**config.mk**
```make
export PLATFORM = sky130hd
export DESIGN_NAME = msg_frame_assembler
export DESIGN_NICKNAME = d
export VERILOG_FILES = /design/src/rtl/msg_pkg.sv /design/src/rtl/msg_frame_assembler.sv
export SDC_FILE = /design/constraint.sdc
export NUM_CORES = 1
export LEC_CHECK = 0
export CAP_MARGIN = 20
export CORE_MARGIN = 8
export CORE_UTILIZATION = 30
export CTS_BUF_LIST = sky130_fd_sc_hd__clkbuf_4
export CTS_CLUSTER_SIZE = 40
export DETAILED_ROUTE_END_ITERATION = 6
export SLEW_MARGIN = 20
export SYNTH_ARGS = -nofsm -noshare
export SYNTH_HDL_FRONTEND = slang
export SYNTH_SLANG_ARGS = --single-unit
```
**constraint.sdc**
```tcl
create_clock -name clk -period 1.5 [get_ports clk]
set_input_delay 0.225 -clock clk [delete_from_list [all_inputs] [get_ports clk]]
set_output_delay 0.225 -clock clk [all_outputs]
set_load 0.02 [all_outputs]
```
**src/rtl/msg_pkg.sv**
```systemverilog
// Shared types and defaults for the message framing front end.
package msg_pkg;

  localparam int unsigned MSG_LEN_DEFAULT = 9;
  localparam logic [7:0]  PAD_SPACE       = 8'h20;

  typedef enum logic {FILL, HOLD} asm_state_t;

  typedef logic [7:0] byte_t;

endpackage

```
**src/rtl/msg_frame_assembler.sv**
```systemverilog
// Collects a valid/ready byte stream into one MSG_LEN-byte frame, padding short
// messages, and holds the frame until the downstream stage consumes it.
module msg_frame_assembler
  import msg_pkg::*;
#(
  parameter int unsigned MSG_LEN  = MSG_LEN_DEFAULT,
  parameter byte_t       PAD_BYTE = PAD_SPACE
) (
  input  logic                         clk,
  input  logic                         rst,
  input  logic [7:0]                   in_byte,
  input  logic                         in_valid,
  input  logic                         in_last,
  output logic                         in_ready,
  output logic [7:0]                   frame_out [0:MSG_LEN-1],
  output logic [$clog2(MSG_LEN+1)-1:0] frame_len,
  output logic                         frame_valid,
  input  logic                         frame_ready
);

  localparam int unsigned CW = $clog2(MSG_LEN);
  localparam int unsigned LW = $clog2(MSG_LEN + 1);

  asm_state_t     state_q;
  asm_state_t     state_d;
  logic [CW-1:0]  cnt_q;
  byte_t          slot_q [0:MSG_LEN-1];
  logic           accept;
  logic           close;
  logic           consume;

  always_ff @(posedge clk) begin
    if (rst) state_q <= FILL;
    else     state_q <= state_d;
  end

  always_comb begin
    state_d     = state_q;
    in_ready    = 1'b0;
    frame_valid = 1'b0;
    accept      = 1'b0;
    close       = 1'b0;
    consume     = 1'b0;
    unique case (state_q)
      FILL: begin
        in_ready = 1'b1;
        accept   = in_valid;
        close    = in_valid & (in_last | (cnt_q == CW'(MSG_LEN - 1)));
        if (close) state_d = HOLD;
      end
      HOLD: begin
        frame_valid = 1'b1;
        consume     = frame_ready;
        if (consume) state_d = FILL;
      end
    endcase
  end

  always_ff @(posedge clk) begin
    if (rst || consume) begin
      cnt_q     <= '0;
      frame_len <= '0;
      for (int unsigned i = 0; i < MSG_LEN; i++) slot_q[i] <= PAD_BYTE;
    end else if (accept) begin
      slot_q[cnt_q] <= in_byte;
      // cnt returns to 0 on close rather than on consume so it never leaves 0..MSG_LEN-1
      cnt_q <= close ? '0 : cnt_q + 1'b1;
      if (close) frame_len <= LW'(cnt_q) + LW'(1);
    end
  end

  assign frame_out = slot_q;

endmodule
```
==> results.py <==
metrics = {
    "timing": {
        "tns_ns": 0,
        "setup_viol": 0,
        "finalMaxSlewViolations": 0,
        "worstMarginPinSlew_ns": 0.374,
        "whs_ns": 0.404,
        "period_minus_slack_ns": 1.40,
        "relSlewSlack_pct": 75.1,
        "min_period_over_period_pct": 93.2,
        "rsz0062_at_grt": "true",
        "fmax_ghz": 0.716,
        "fin_skew_ns": 0.0167,
        "hold_violations": 0,
    },
    "cells_and_area": {
        "final_cell_mix": "85 x nand3_1, 79 x dfxtp_1, 77 x dlygate4sd2_1",
        "nFillCells": 1098,
        "drive_above_1_share_pct": 12.8,
        "fin_area_sq_um": 4700,
        "final_util_pct": 41.7,
        "final_common_cell": "nand3_1",
        "nets": 504,
        "final_cells": 635,
        "area_growth_pct": 36.8,
        "num_antenna_cells": 0,
    },
    "global_route": {
        "grt_max_degree": 40,
        "top_usage_layer": "met2",
        "track_usage_pct": 14.5,
        "grt_pass1_vias": 3257,
        "antenna_found_initial": 0,
        "grtUsageMet3_pct": 3.79,
        "overflow": 0,
        "met2_usage_pct": 24.7,
        "grt_pass1_wl_microns": 17200,
        "grtUsageMet1_pct": 17.2,
    },
    "critical_path": {
        "ff2ff_setup_slack_ns": 0.12,
        "end_kind": "output port",
        "slowest_stage": "dfxtp_1",
        "cp_max_fo": 2,
        "cp.depth": 1,
        "setup.worst_path.class": "reg -> out",
        "reg2reg_depth": 4,
        "startpoint_type": "register",
        "path_cells": "dlygate4sd2_1",
        "crit_arrival_ns": 1.17,
        "r2r_end": "frame_out[2]",
        "crit_family": "flip-flops",
        "crit_start": "frame_out[31]",
        "cp_num_buf_inv": 1,
        "worstReg2RegStart": "state_q",
        "cp_slowest_stage_delay_ns": 0.39,
        "required_ns": 1.27,
        "setup.worst_path.end": "frame_out[31]",
    },
    "die": {
        "die_x_microns": 123,
        "rows": 39,
        "fp.dieArea_sq_um": 15100,
        "io_pins": 91,
        "initial_core_util_pct": 30.5,
        "die_h_microns": 123,
        "coreArea_sq_um": 11300,
    },
    "clocking": {
        "cts_sinks": 81,
        "clock_latency_ns": 0.44,
        "cts_buffers": 9,
        "post_cts_buffers": 0,
        "root_buffer": "clkbuf_4",
        "clkTransAtPathRegs_ns": 0.12,
        "clockBufferDepth": 2,
        "cts_hold_buf": 0,
        "cts_tree": "yes",
        "htree_levels": 3,
    },
    "logic_synthesis": {
        "synth_cell_types": 31,
        "netlist_area_sq_um": 3430,
        "synth_flop_cell": "dfxtp_1",
        "syn_inst": 404,
        "synthTopCellsByArea": "dfxtp_1 47%, nand3_1 12%, a21oi_1 9.8%",
        "syn_avg_cell_area_sq_um": 8.50,
        "synth-edff-count": 0,
        "ys_seq_area_share_pct": 47.2,
        "synth-warning-count": 0,
        "yosys_register_bits": 81,
        "synthArstFlopShare_pct": 0,
        "yosysTopAreaCell": "dfxtp_1",
        "synth_top_area_share_pct": 47.2,
        "synth_nets": 421,
    },
    "power_and_ir_drop": {
        "powerDensity_nw_per_um2": 836,
        "intPower_mw": 2.88,
        "switching_share_pct": 26.6,
        "p_leak_nw": 1.92,
        "vdd_drop_max_mv": 0.379,
        "switchingPower_mw": 1.05,
        "p_clk_share_pct": 32.6,
        "p_seq_share_pct": 56.0,
        "comb_power_share_pct": 11.4,
    },
    "run_status": {
        "status": "finished clean",
    },
    "detailed_routing": {
        "avgViaCountPerCell": 5.20,
        "vias": 3301,
        "antenna_left": 0,
        "dr.pass1.iters": 5,
        "wl_per_cell_microns": 17.7,
        "finalWirelength_microns": 11300,
        "remaining_drc_errors": 0,
        "drt_iter0_markers": 318,
    },
    "min_path": {
        "hold_class": "in -> reg",
    },
    "placed_design": {
        "place_congestion": 0.778,
        "portBuffers": 90,
        "hpwl_microns": 7520,
        "dp_cells": 618,
        "postPlaceCellArea_sq_um": 4620,
    },
    "job": {
        "drv_cap": 0,
    },
}
power groups by stage:
stage | Combinational (mW) | Clock, mW | Sequential (mW)
detailed placement | 0.450 | 0 | 2.25
finish | 0.447 | 1.28 | 2.20
global placement | 0.443 | 0 | 2.25
CTS | 0.432 | 1.30 | 2.20
global route | 0.479 | 1.41 | 2.20
floorplan | 0.208 | 0 | 2.28
area by class of cell:
class                   count  area [sq um]  area share, %
flip-flops and latches     81          1630           34.7
multi-input cells         273          1550           32.9
clock inverters             6          58.8           1.25
clock buffers              10          75.1           1.60
well taps                 143           179           3.81
repair buffers            119          1200           25.5
inverters                   3          11.3          0.240
worst reg2reg max path: cells and delay by family (launching register included):
family / cells / cell delay (ns)
compound gates: 2 / 0.36
buf+inv: 1 / 0.18
flops: 1 / 0.38
simple gates: 1 / 0.38
cell families (layout without fill, tap and decap cells):
kind of cell | after synthesis | after routing | synth area share (%)
AO/OA/AOI/OAI | 147 | 147 | 21.9
XOR/XNOR | 2 | 2 | 0.510
adder cells (fa/ha/maj) | 4 | 4 | 1.46
buffers and inverters | 51 | 138 | 8.75
flip-flops | 81 | 81 | 47.2
multiplexers | 3 | 3 | 0.875
AND/OR/NAND/NOR | 116 | 117 | 19.3
per-stage QoR:
step	setup WS (ns)	total power, mW
3_5_place_dp	-0.149	2.70
2_1_floorplan	0.0836	2.49
3_3_place_gp	-0.0631	2.69
5_1_grt	-0.0152	4.09
6_report	0.102	3.93
4_1_cts	0.0268	3.94
Yosys cell counts (2+ instances only):
| library cell | instances |
|---|---|
| a21oi_1 | 67 |
| and3b_1 | 5 |
| buf_2 | 27 |
| buf_4 | 9 |
| buf_6 | 5 |
| clkbuf_1 | 4 |
| clkbuf_2 | 3 |
| dfxtp_1 | 81 |
| ha_1 | 4 |
| inv_1 | 3 |
| mux2i_1 | 3 |
| nand2_1 | 7 |
| nand2b_1 | 4 |
| nand3_1 | 85 |
| nand3b_1 | 2 |
| nand3b_4 | 3 |
| nor2_1 | 2 |
| nor2b_1 | 3 |
| o21ai_0 | 61 |
| o21ai_1 | 14 |
| xor2_1 | 2 |
repair_timing:
action,CTS,global route
endpoints found under the hold margin,0,0
cloned,0,1
setup endpoints to repair,79,33
pin swaps,0,1
resized for setup,80,12
registers in the layout, indices dropped and copies added, names as in the netlist:
name	flops
frame_out	72
cnt_q	4
frame_len	4
state_q	1
metal layers:
layer | share of wire, % | vias to the layer above
met3 | 8.2 | 11
met5 | 0 | -
li1 | - | 1601
met4 | 1.2 | 0
met2 | 50 | 124
met1 | 41 | 1565
worst min-delay path by stage:
stage,from,to,slack (ns),depth (start not counted)
6_report,rst,state_q,0.40,2
2_1_floorplan,rst,state_q,0.29,1
5_1_grt,rst,state_q,0.37,2
3_3_place_gp,frame_len[1],frame_len[1],0.45,2
3_5_place_dp,frame_len[1],frame_len[1],0.47,2
4_1_cts,rst,state_q,0.37,2
(Power assumes the default switching activity.)
==> RTL edit 1, RTL diff (same flow settings) <==
Compare `cnt_q` against `CW'(MSG_LEN - 1)` with >= in place of ==.
--- a/src/rtl/msg_frame_assembler.sv
+++ b/src/rtl/msg_frame_assembler.sv
@@ -45,7 +45,7 @@
       FILL: begin
         in_ready = 1'b1;
         accept   = in_valid;
-        close    = in_valid & (in_last | (cnt_q == CW'(MSG_LEN - 1)));
+        close    = in_valid & (in_last | (cnt_q >= CW'(MSG_LEN - 1)));
         if (close) state_d = HOLD;
       end
       HOLD: begin
Formal check against the unedited RTL: same outputs for any inputs over 10 cycles, from zero or initial values and one cycle with rst high; that may be too few to reach the edited logic, so the function may still have changed.
==> RTL edit 1 against the unedited design <==
  * Power rose by 13%
  * Die area is 8.7% lower
  * Critical path type unchanged
  * Sequential share of layout area rose by 0.26 points
  * Highest routed layer unchanged
  * Synthesized cell count is 26% lower
  * Count of clock-buffer cells in the layout did not move
  * Sequential cell count unchanged
  * Worst setup slack worse by 0.021 ns
  * Critical path depth is 1 higher
  * Final area shrank 0.99%
  * Synthesized area down 9.9%
  * Via count decreased by 24%
  * Maximum frequency fell by 1.5%
  * Global-route usage decreased by 1.8 points
  * Routed wire length shrank 24%
==> RTL edit 1: results (changes against the unedited design) <==
cts:
  max_h_tree_level: 3  # unchanged
  cts_max_path_buffers: 2  # unchanged
  clk-insertion-delay-late_ns: 0.41  # -0.03 ns
  clockRootBuffer: "sky130_fd_sc_hd__clkbuf_4"
  post_cts_buffers: 0  # unchanged
  tritoncts.num_buffers: 9  # unchanged
  worst_setup_hold_path_clk_slew_ns: 0.13
timing:
  worst_slew_margin_rel: 0.769  # +0.0184
  finalSetupViolations: 0  # unchanged
  clock-skew-final_ns: 0.0167  # +0.0000479 ns
  hold_violations: 0  # unchanged
grt:
  maximum_number_of_pins_on_one_net_before_global_route_repair: 26  # -35%
  grtUsageTotal: 0.126  # -0.0182
  number_of_global_route_vias_before_repair: 2606  # -20%
  first_pass_grt_wire_length_um: 14000  # -19%
  initial_antenna_violation_count: 1  # +1
cells_and_area:
  layout-drive-gt1-share: 0.140  # +0.0118
  largest_register_ffs: 72  # unchanged
  fillCellCount: 1007  # -8.3%
  final_nets: 434  # -14%
detailed_routing:
  viasPerCell: 4.51  # -13%
  detail_route.first_pass.iterations: 4  # -1
  drt_first_iter_violations: 135  # -58%
  postRouteWirelength_um: 8610  # -24%
setup_path:
  timing.critical_path.slowest_cell_delay_ns: 0.39  # about the same
  worst-endpoint-arrival_ns: 1.19  # +0.02 ns
  critPathMaxFanout: 6  # +4
  slowest_stage: "sky130_fd_sc_hd__dfxtp_4"
logic_synthesis:
  synth_common_cells: "sky130_fd_sc_hd__dfxtp_1, sky130_fd_sc_hd__nand2_1, sky130_fd_sc_hd__mux2i_1"
  postSynth.asyncResetShare: 0  # unchanged
  post-synth-top-area-fraction: 0.524  # +0.0522
  number_of_distinct_library_cells_after_synthesis: 30  # -3.2%
  ys_warn_count: 0  # unchanged
  seq_total_area_yosys: 0.524  # +0.0522
  synthesis.nets: 317  # -25%
  synth.area.top_cells: "sky130_fd_sc_hd__dfxtp_1, sky130_fd_sc_hd__mux2i_1, sky130_fd_sc_hd__nand2_1, sky130_fd_sc_hd__nand3_2, sky130_fd_sc_hd__ha_1"
placement:
  gpl.final_weighted_congestion: 0.811  # +4.3%
  place.port_buffers: 90  # unchanged
  instance_area_at_placement_mm2: 0.00453  # -1.9%
  post-dp-hpwl_um: 6340  # -16%
  dp_worst_setup_slack_ns: -0.172  # -0.0227 ns
power:
  cellLeakagePower_uw: 0.00243  # +27%
  vdd_ir_drop_max_mv: 0.634  # +67%
worst_hold_path:
  hold_path_class: "in2reg"
run_status:
  status: "finished, final reports clean"
RTL edit 1: cell count changes after synthesis, moves of 7 or more:
cell,change
sky130_fd_sc_hd__nand3_2,+7
sky130_fd_sc_hd__nor2_1,+10
sky130_fd_sc_hd__nand2_1,+66
sky130_fd_sc_hd__buf_2,-22
sky130_fd_sc_hd__o21ai_0,-58
sky130_fd_sc_hd__a21oi_1,-61
sky130_fd_sc_hd__o21ai_1,-14
sky130_fd_sc_hd__buf_4,-7
sky130_fd_sc_hd__nand3_1,-80
sky130_fd_sc_hd__mux2i_1,+69
RTL edit 1: layout make-up:
class | instances | area, um2 | area share
repair buffers | 121 | 1250 | 0.268
well taps | 136 | 170 | 0.0366
clock inverters | 6 | 138 | 0.0296
flip-flops and latches | 81 | 1630 | 0.349
diodes | 1 | 2.50 | 0.000538
multi-input cells | 201 | 1380 | 0.297
clock buffers | 10 | 75.1 | 0.0161
inverters | 3 | 11.3 | 0.00242
RTL edit 1: path summary, 6_finish.rpt:
kind,cells after the start,start,endpoint,slack (ns)
worst max register to register,4,cnt_q[3]$_SDFFE_PP0P_,frame_out[30]$_SDFFE_PP0P_,0.12
worst min register to register,2,frame_out[63]$_SDFFE_PP0P_,frame_out[63]$_SDFFE_PP0P_,0.47
worst max-delay path,2,state_q$_SDFF_PP0_,in_ready,0.08
worst min-delay path,2,rst,state_q$_SDFF_PP0_,0.45
RTL edit 1: cells by family after synthesis:
| group | after synthesis | synth area share |
|---|---|---|
| mux | 72 | 0.233 |
| compound gates | 16 | 0.0340 |
| fa+ha+maj | 4 | 0.0162 |
| simple gates | 107 | 0.155 |
| xor+xnor | 2 | 0.00567 |
| flops | 81 | 0.524 |
| buf+inv | 18 | 0.0312 |
RTL edit 1: per-stage QoR:
step,std cells,TNS (ns),utilization,hold slack (ns)
detailed placement,542,-6.95,0.445,0.452
global route,559,0,0.457,0.424
global placement,542,-5.50,0.445,0.447
finish,559,0,0.457,0.446
CTS,558,0,0.456,0.413
floorplan,300,0,-,0.297
RTL edit 1: metal layers:
layer,wire length [um],vias to the layer above,track usage
met5,0,-,0
met4,136,0,0.0552
met3,413,10,0.0312
met2,4050,70,0.205
met1,4010,1190,0.156
li1,-,1250,-
RTL edit 1: power breakdown:
group	total, uW	switching (uW)	internal [uW]
combinational	423	228	195
clock	1820	776	1040
sequential	2200	19.6	2180
RTL edit 1: critical path, delay by kind of cell (launching register included):
family,cells,cell delay [ns]
flops,1,0.39
buf+inv,2,0.40
RTL edit 1: what timing repair did:
action                                  CTS  global route
endpoints found under the setup margin   78             1
pin swaps                                 0             0
gates resized for setup                  79             1
hold endpoints to repair                  0             0
==> RTL edit 2, RTL diff (config.mk and constraints unchanged) <==
Without the edit above. Set the package constant `MSG_LEN_DEFAULT` to 10 (it was 9).
--- a/src/rtl/msg_pkg.sv
+++ b/src/rtl/msg_pkg.sv
@@ -1,7 +1,7 @@
 // Shared types and defaults for the message framing front end.
 package msg_pkg;
 
-  localparam int unsigned MSG_LEN_DEFAULT = 9;
+  localparam int unsigned MSG_LEN_DEFAULT = 10;
   localparam logic [7:0]  PAD_SPACE       = 8'h20;
 
   typedef enum logic {FILL, HOLD} asm_state_t;
Interface: changed (resized frame_out); port bits go from 91 to 99. The function was not compared with the original's and may differ.
==> RTL edit 2 against the unedited design <==
  * Via count increased by 9.7%
  * Synthesized area increased by 7.7%
  * Global-route usage increased by 0.36 points
  * Sequential cell count increased by 8
  * Power increased by 5.2%
  * Worst setup slack got worse by 0.026 ns
  * Final area increased by 6.2%
  * Sequential power increased by 9.5%
  * Routed wire length increased by 9.8%
  * Critical path type unchanged
  * Largest power group unchanged
  * Highest routed layer unchanged
==> RTL edit 2: results (changes against the unedited design) <==
power:
  power.density_mw_per_mm2: 828  # -0.92%
  cellLeakagePower_uw: 0.00205  # +6.7%
  vdd_ir_drop_max_mv: 0.307  # -19%
setup_path:
  worst-endpoint-arrival_ns: 1.20  # +0.03 ns
  crit-reg2reg-launch: "cnt_q[0]$_SDFFE_PP0P_"
  reg2reg_slack_ns: 0.09  # -0.03 ns
  worst_setup_path_startpoint: "state_q$_SDFF_PP0_"
  reg2reg_to: "frame_out[29]$_SDFFE_PP1P_"
  reg2regPathDepth: 6  # +2
  critPathMaxFanout: 7  # +5
  worst_setup_path_endpoint: "frame_valid"
  slowest_stage: "sky130_fd_sc_hd__dfxtp_4"
  timing.critical_path.slowest_cell_delay_ns: 0.41  # +0.02 ns
grt:
  grtUsageTotal: 0.148  # +0.00362
  number_of_global_route_vias_before_repair: 3540  # +8.7%
  maximum_number_of_pins_on_one_net_before_global_route_repair: 34  # -15%
  grt-ovfl-total: 0  # unchanged
  first_pass_grt_wire_length_um: 19100  # +11%
cells_and_area:
  fillCellCount: 1208  # +10%
  layout-drive-gt1-share: 0.123  # -0.00468
  final_nets: 549  # +8.9%
  largest_register_ffs: 80  # +11%
  finish.cell_count_without_fillers: 682  # +7.4%
logic_synthesis:
  synth_compound_gate_area_share: 0.224  # +0.00459
  synthAdderAreaFrac: 0.0135  # -0.00105
  synth-main-ff-cell: "sky130_fd_sc_hd__dfxtp_1"
  synthCells: 441  # +9.2%
  synth_common_cells: "sky130_fd_sc_hd__nand3_1, sky130_fd_sc_hd__dfxtp_1, sky130_fd_sc_hd__o21ai_0"
  synthesis.nets: 458  # +8.8%
  muxShareOfSynthArea: 0.00812  # -0.000627
  number_of_distinct_library_cells_after_synthesis: 32  # +3.2%
  synth.area.top_cells: "sky130_fd_sc_hd__dfxtp_1, sky130_fd_sc_hd__nand3_1, sky130_fd_sc_hd__o21ai_0, sky130_fd_sc_hd__a21oi_1, sky130_fd_sc_hd__buf_2"
  seq_total_area_yosys: 0.482  # +0.00943
  xor_xnor_cell_area_share_of_the_yosys_netlist: 0.00474  # -0.000366
placement:
  place.detailed.instances: 667  # +7.9%
  place.port_buffers: 98  # +8.9%
  post-dp-hpwl_um: 8290  # +10%
  gpl.final_weighted_congestion: 0.788  # +1.4%
  dp_worst_setup_slack_ns: -0.128  # +0.0211 ns
  instance_area_at_placement_mm2: 0.00495  # +7.2%
timing:
  worst-slew-pin-transition_ns: 0.379  # +0.00497 ns
  maxClockFrequency_mhz: 703  # -1.8%
  clock-skew-final_ns: 0.0168  # +0.000143 ns
cts:
  cts_max_path_buffers: 2  # unchanged
  cts_resized: 87  # +8.8%
  max_h_tree_level: 3  # unchanged
detailed_routing:
  viasPerCell: 5.31  # +2.1%
  drt_first_iter_violations: 315  # -0.94%
  avgRoutedWirePerCell_um: 18.1  # +2.2%
run_status:
  status: "finished, final reports clean"
RTL edit 2: cell count changes after synthesis, sizes merged:
| cell | unedited run | this run |
|---|---|---|
| buf | 41 | 35 |
| nand3 | 85 | 94 |
| nand2b | 4 | 2 |
| clkbuf | 7 | 18 |
| dfxtp | 81 | 89 |
| a21oi | 68 | 75 |
| or2b | 0 | 2 |
| o21ai | 75 | 83 |
RTL edit 2: area by class of cell:
type,count,share of cell area
Inverter,3,0.00226
Multi-Input combinational cell,297,0.330
Timing Repair Buffer,132,0.249
Sequential cell,89,0.358
Tap cell,147,0.0369
Clock inverter,5,0.00978
Clock buffer,9,0.0135
RTL edit 2: power breakdown:
part           internal [uW]  switching (uW)
clock network            478             791
logic                    180             268
registers               2390            21.2
total                   3050            1080
RTL edit 2: worst min-delay path by stage:
stage	endpoint	depth (start not counted)	startpoint	slack, ns
floorplan	state_q$_SDFF_PP0_	1	rst	0.29
global placement	frame_len[1]$_SDFFE_PP0P_	2	frame_len[1]$_SDFFE_PP0P_	0.45
detailed placement	frame_len[0]$_SDFFE_PP0P_	2	frame_len[0]$_SDFFE_PP0P_	0.46
CTS	state_q$_SDFF_PP0_	2	rst	0.35
global route	state_q$_SDFF_PP0_	2	rst	0.37
finish	state_q$_SDFF_PP0_	2	rst	0.37
RTL edit 2: metal layers:
| layer | vias up | part of all wire | GRT usage | wire length, um |
|---|---|---|---|---|
| met5 | - | 0 | 0 | 0 |
| met4 | 0 | 0.017 | 0.0651 | 208 |
| met3 | 15 | 0.071 | 0.0358 | 873 |
| met2 | 129 | 0.47 | 0.238 | 5860 |
| met1 | 1736 | 0.44 | 0.186 | 5410 |
| li1 | 1740 | - | - | - |
